<file path="src/rtl/uart_rx_fifo.sv">
`timescale 1ns/1ps
// 8N1 UART receiver (16x oversampling, mid-bit sampling) feeding a first-word-fall-through byte FIFO.
// Optional: define UART_RX_MAJORITY_EN for 2-of-3 majority sampling at phases 6/7/8.
module uart_rx_fifo #(
   parameter int unsigned CLK_FREQ   = 100000000,
   parameter int unsigned BAUD       = 115200,
   parameter int unsigned FIFO_DEPTH = 16
) (
   input  logic                         CLK,
   input  logic                         RST_N,
   input  logic                         RXD,
   output logic [7:0]                   RDATA,
   output logic                         RVALID,
   input  logic                         RREADY,
   output logic [$clog2(FIFO_DEPTH):0]  FIFO_COUNT,
   output logic                         FRAME_ERR,
   output logic                         OVERRUN
);

   localparam int unsigned DIV   = CLK_FREQ / (BAUD * 16);
   localparam int unsigned DIV_W = (DIV > 1) ? $clog2(DIV) : 1;
   localparam int unsigned PTR_W = $clog2(FIFO_DEPTH);
   localparam int unsigned CNT_W = PTR_W + 1;

   typedef enum logic [2:0] {IDLE, START, DATA, STOP, BRK} state_t;

   state_t             state_q, state_d;
   logic               rx_meta, rxs;
   logic [DIV_W-1:0]   div_q;
   logic [3:0]         phase_q;
   logic [2:0]         bit_idx_q;
   logic [7:0]         shreg_q;
   logic               tick_c, samp_c, bit_c, push_c, ferr_c;
   logic [7:0]         mem [FIFO_DEPTH];
   logic [PTR_W-1:0]   wr_ptr_q, rd_ptr_q;
   logic [CNT_W-1:0]   count_q;
   logic               pop_c, full_c, wr_c, ovr_c;

   // Two-flop synchroniser for the asynchronous line
   always_ff @(posedge CLK or negedge RST_N) begin
      if (!RST_N) begin
         rx_meta <= 1'b1;
         rxs     <= 1'b1;
      end else begin
         rx_meta <= RXD;
         rxs     <= rx_meta;
      end
   end

   assign tick_c = (div_q == DIV_W'(DIV - 1));

   // Oversample divider and phase; held at zero while waiting for a start edge
   always_ff @(posedge CLK or negedge RST_N) begin
      if (!RST_N) begin
         div_q   <= '0;
         phase_q <= '0;
      end else if (state_q == IDLE || state_q == BRK) begin
         div_q   <= '0;
         phase_q <= '0;
      end else if (tick_c) begin
         div_q   <= '0;
         phase_q <= phase_q + 4'd1;
      end else begin
         div_q   <= div_q + DIV_W'(1);
      end
   end

`ifdef UART_RX_MAJORITY_EN
   logic s6_q, s7_q;

   always_ff @(posedge CLK or negedge RST_N) begin
      if (!RST_N) begin
         s6_q <= 1'b1;
         s7_q <= 1'b1;
      end else if (tick_c) begin
         if (phase_q == 4'd6) s6_q <= rxs;
         if (phase_q == 4'd7) s7_q <= rxs;
      end
   end

   assign samp_c = tick_c && (phase_q == 4'd8);
   assign bit_c  = (s6_q & s7_q) | (s6_q & rxs) | (s7_q & rxs);
`else
   assign samp_c = tick_c && (phase_q == 4'd7);
   assign bit_c  = rxs;
`endif

   always_ff @(posedge CLK or negedge RST_N) begin
      if (!RST_N) state_q <= IDLE;
      else        state_q <= state_d;
   end

   // Frame sequencing; a low stop bit parks in BRK until the line returns high
   always_comb begin
      state_d = state_q;
      push_c  = 1'b0;
      ferr_c  = 1'b0;
      case (state_q)
         IDLE:  if (!rxs) state_d = START;
         START: if (samp_c) state_d = bit_c ? IDLE : DATA;
         DATA:  if (samp_c && bit_idx_q == 3'd7) state_d = STOP;
         STOP:  if (samp_c) begin
                   if (bit_c) begin
                      push_c  = 1'b1;
                      state_d = IDLE;
                   end else begin
                      ferr_c  = 1'b1;
                      state_d = BRK;
                   end
                end
         BRK:   if (rxs) state_d = IDLE;
         default: state_d = IDLE;
      endcase
   end

   always_ff @(posedge CLK or negedge RST_N) begin
      if (!RST_N) begin
         bit_idx_q <= '0;
         shreg_q   <= '0;
      end else if (state_q == START) begin
         bit_idx_q <= '0;
      end else if (state_q == DATA && samp_c) begin
         shreg_q   <= {bit_c, shreg_q[7:1]};
         bit_idx_q <= bit_idx_q + 3'd1;
      end
   end

   assign pop_c  = RREADY && (count_q != '0);
   assign full_c = (count_q == CNT_W'(FIFO_DEPTH));
   assign wr_c   = push_c && (!full_c || pop_c);
   assign ovr_c  = push_c && full_c && !pop_c;

   // Circular buffer; a pop in the same cycle frees room for a push into a full FIFO
   always_ff @(posedge CLK or negedge RST_N) begin
      if (!RST_N) begin
         for (int i = 0; i < int'(FIFO_DEPTH); i++) mem[i] <= '0;
         wr_ptr_q  <= '0;
         rd_ptr_q  <= '0;
         count_q   <= '0;
         FRAME_ERR <= 1'b0;
         OVERRUN   <= 1'b0;
      end else begin
         if (wr_c) begin
            mem[wr_ptr_q] <= shreg_q;
            wr_ptr_q      <= wr_ptr_q + PTR_W'(1);
         end
         if (pop_c) rd_ptr_q <= rd_ptr_q + PTR_W'(1);
         case ({wr_c, pop_c})
            2'b10:   count_q <= count_q + CNT_W'(1);
            2'b01:   count_q <= count_q - CNT_W'(1);
            default: count_q <= count_q;
         endcase
         FRAME_ERR <= ferr_c;
         OVERRUN   <= ovr_c;
      end
   end

   assign RDATA      = mem[rd_ptr_q];
   assign RVALID     = (count_q != '0);
   assign FIFO_COUNT = count_q;

endmodule

</file>
<file path="config.mk">
export PLATFORM = sky130hd
export DESIGN_NAME = uart_rx_fifo
export DESIGN_NICKNAME = d
export VERILOG_FILES = /design/src/rtl/uart_rx_fifo.sv
export SDC_FILE = /design/constraint.sdc
export NUM_CORES = 1
export LEC_CHECK = 0
export ABC_CLOCK_PERIOD_IN_PS = 3350
export CORE_ASPECT_RATIO = 0.5
export CORE_MARGIN = 2
export CORE_UTILIZATION = 55
export CTS_CLUSTER_DIAMETER = 100
export DETAILED_ROUTE_END_ITERATION = 8
export GPL_TIMING_DRIVEN = 0
export PLACE_DENSITY = 0.72
export SYNTH_ARGS = -nofsm -noshare
export SYNTH_HDL_FRONTEND = slang
export SYNTH_SLANG_ARGS = --single-unit
</file>
<file path="constraint.sdc">
create_clock -name CLK -period 3.35 [get_ports CLK]
set_input_delay 0.67 -clock CLK [delete_from_list [all_inputs] [get_ports CLK]]
set_output_delay 0.67 -clock CLK [all_outputs]
set_load 0.05 [all_outputs]
</file>
==> impl_metrics.yaml <==
status:
  status: "completed"
global_routing:
  antenna_found_initial: 0
  overflow: 0
  grt_max_degree: 130
  grt_first_pass_wirelength_mm: 25.1
  grt_util_all_layers: 0.217
  first_global_vias: 4571
floorplan:
  core_area_um2: 14400
  die_h_um: 89.6
  io_pins: 20
  start_util: 0.560
  rows: 31
  die_w_um: 175
  die_area_um2: 15700
sta:
  slew_viol_final: 0
  period_needed_ns: 3.19
  setup_viol: 0
  fin_tns_setup_ns: 0
  rsz0062_at_grt: "false"
  slew_headroom: 0.534
  skew_ns: 0.00726
  clock.fmax_mhz: 313
  hold_viol: 0
  period_share: 0.953
  tightest_slew_ns: 0.698
worst_setup_path:
  crit_path_start_kind: "flop"
  slowest_stage: "mux4_2"
  max_stage_delay_ns: 0.55
  crit_type: "flop to output pin"
  rrSetupSlack_ns: 0.33
  ff2ff_path_depth: 14
  r2r-start: "div_q[1]"
  r2r_end: "FIFO_COUNT[4]"
  cp_max_fo: 10
  arrival_ns: 2.52
  endpoint: "RDATA[7]"
  cp.required_ns: 2.68
  end_kind: "output pin"
  crit_chain: "buf_4 -> mux4_2 -> a22oi_1 -> nand2_1 -> dlygate4sd2_1"
  crit_start: "rd_ptr_q[0]"
placed_design:
  gp_congestion: 0.804
  placedCellCount: 758
  place.port_buffers: 19
  hpwl_mm: 10.4
yosys:
  synthCells: 540
  async_flop_share: 1.00
  synth_top_area_share: 0.519
  synth_ff_type: "dfrtp_1"
  synth_nets: 557
  synth_edf_count: 0
  synth_area_leaders: "dfrtp_1 (52%), mux2_2 (17%), mux4_2 (8.9%)"
  syn_avg_cell_area_um2: 14.9
  yosysTopAreaCell: "dfrtp_1"
  yosys_warnings: 0
  ys_ff_latch: 169
  ys_types: 49
  synth_seq_area_share: 0.525
  syn_area_um2: 8050
route:
  vias: 4538
  detail_route.wl_per_cell_um: 19.7
  ant_nets: 0
  drt_iter0_drc: 276
  avgViaCountPerCell: 5.77
  drt-total-wl_mm: 15.5
  drc: 0
  drt-pass1-iter-count: 5
layout:
  drive_gt1_frac: 0.423
  nNetsFinal: 594
  finalNonFillerCells: 787
  area_growth_pct: 13.3
  n_antenna_cell: 0
hold_path:
  hold_class: "primary input to async pin"
cts:
  htreeDepth: 4
  cts.clk_slew.worst_paths_ns: 0.07
  clock_latency_ns: 0.43
  cts_tree: "built"
  cts_root_buf: "clkbuf_16"
  clock_path_buffers: 2
  cts_buffers: 17
  hold_buffers: 0
  clock-sinks: 169
power_and_ir_drop:
  p_per_area_nw_per_um2: 561
  ir_drop_mv: 0.511
  finalPower_uw: 5120
  power.leakage_uw: 0.00448
job:
  max-cap-violations: 0
==> kinds of logic (layout without fill, tap and decap cells) <==
kind of cell    after synthesis  in the layout  share of synthesized area
compound gates               38             38                     0.0322
xor+xnor                     19             19                     0.0207
fa+ha+maj                    13             13                     0.0202
buf+inv                      40             89                     0.0267
flops                       169            169                      0.525
mux                         171            171                      0.290
simple gates                 90             90                     0.0844
==> per-layer routing <==
layer,vias up,part of all wire,track usage
li1,2077,-,-
met1,2384,0.49,0.310
met2,67,0.45,0.340
met3,10,0.048,0.0544
met4,0,0.0073,0.0485
met5,-,0,0
==> report_power, final <==
part	leakage (uW)	total, uW	switching, uW	internal (uW)
Combinational	0.00188	958	576	382
Sequential	0.00232	2210	106	2100
Clock	0.000280	1950	829	1120
==> critical path: cells and delay by family (launching register included) <==
family	cells	cell delay, ns
muxes	1	0.55
AOI/OAI and AO/OA	1	0.18
buffers and inverters	2	0.72
and+or+nand+nor	1	0.13
DFF	1	0.51
==> synthesized netlist by cell type, types with 2 or more instances <==
cell type	instances
dlygate4sd1_1	2
nor2_1	20
clkbuf_1	16
o21ai_0	6
nand4_4	8
mux2_4	14
mux4_2	32
nand2_1	18
nand3_1	10
nor2b_1	4
nor3_1	4
buf_1	2
a21oi_1	8
and2_1	2
nand2b_1	2
nand4_2	9
inv_1	6
dfrtp_1	167
mux2_2	125
buf_4	3
buf_2	7
xnor2_1	13
buf_6	2
xor2_1	6
a22oi_1	17
ha_1	13
dfstp_2	2
==> repair_timing <==
action	in CTS	in global routing
resized for setup	17	4
buffers inserted	0	0
setup endpoints to repair	8	3
==> registers in the layout, indices dropped and copies added (netlist names) <==
register / count
mem: 128
shreg_q: 8
div_q: 6
FIFO_COUNT: 5
phase_q: 4
rd_ptr_q: 4
wr_ptr_q: 4
bit_idx_q: 3
state_q: 3
FRAME_ERR: 1
OVERRUN: 1
bit_c: 1
rx_meta: 1
==> how the worst min path moves through the flow <==
stage / start / endpoint / slack, ns / cells past startpoint
after global routing: RST_N / FIFO_COUNT[2] / 0.13 / 1
after CTS: RST_N / FIFO_COUNT[2] / 0.12 / 1
final: RST_N / FIFO_COUNT[2] / 0.11 / 1
after global placement: rx_meta / bit_c / 0.35 / 0
after detailed placement: rx_meta / bit_c / 0.35 / 0
after floorplan: rx_meta / bit_c / 0.35 / 0
==> metrics by stage <==
stage	util	area, um^2	hold WS [ns]	worst slack, ns
after floorplan	-	8050	0.345	0.303
after global placement	0.590	8490	0.346	-5.23
after detailed placement	0.592	8520	0.349	-0.173
after CTS	0.633	9110	0.116	0.0657
after global routing	0.634	9120	0.128	0.00581
final	0.634	9120	0.112	0.158
==> layout by cell type (no fill, tap or decap), types with 3 or more instances in the layout <==
master / n
a21oi_1: 8
a22oi_1: 17
buf_2: 4
buf_4: 5
buf_6: 3
clkbuf_1: 11
clkbuf_16: 17
clkbuf_4: 4
clkdlybuf4s50_1: 10
clkinvlp_4: 3
dfrtp_1: 166
dlygate4sd2_1: 8
ha_1: 13
inv_1: 6
inv_6: 4
mux2_2: 125
mux2_4: 14
mux4_2: 32
nand2_1: 18
nand3_1: 10
nand4_2: 9
nand4_4: 8
nor2_1: 20
nor2b_1: 4
nor3_1: 4
o21ai_0: 6
xnor2_1: 13
xor2_1: 6
==> layout make-up <==
cell class | instances | area (um^2)
Fill cell | 1033 | 5270
Sequential cell | 169 | 4230
Multi-Input combinational cell | 331 | 3610
Clock buffer | 18 | 439
Tap cell | 198 | 248
Timing Repair Buffer | 20 | 213
Buffer | 32 | 208
Clock inverter | 13 | 145
Inverter | 6 | 22.5
No activity file was read; power rests on OpenSTA's default activity.
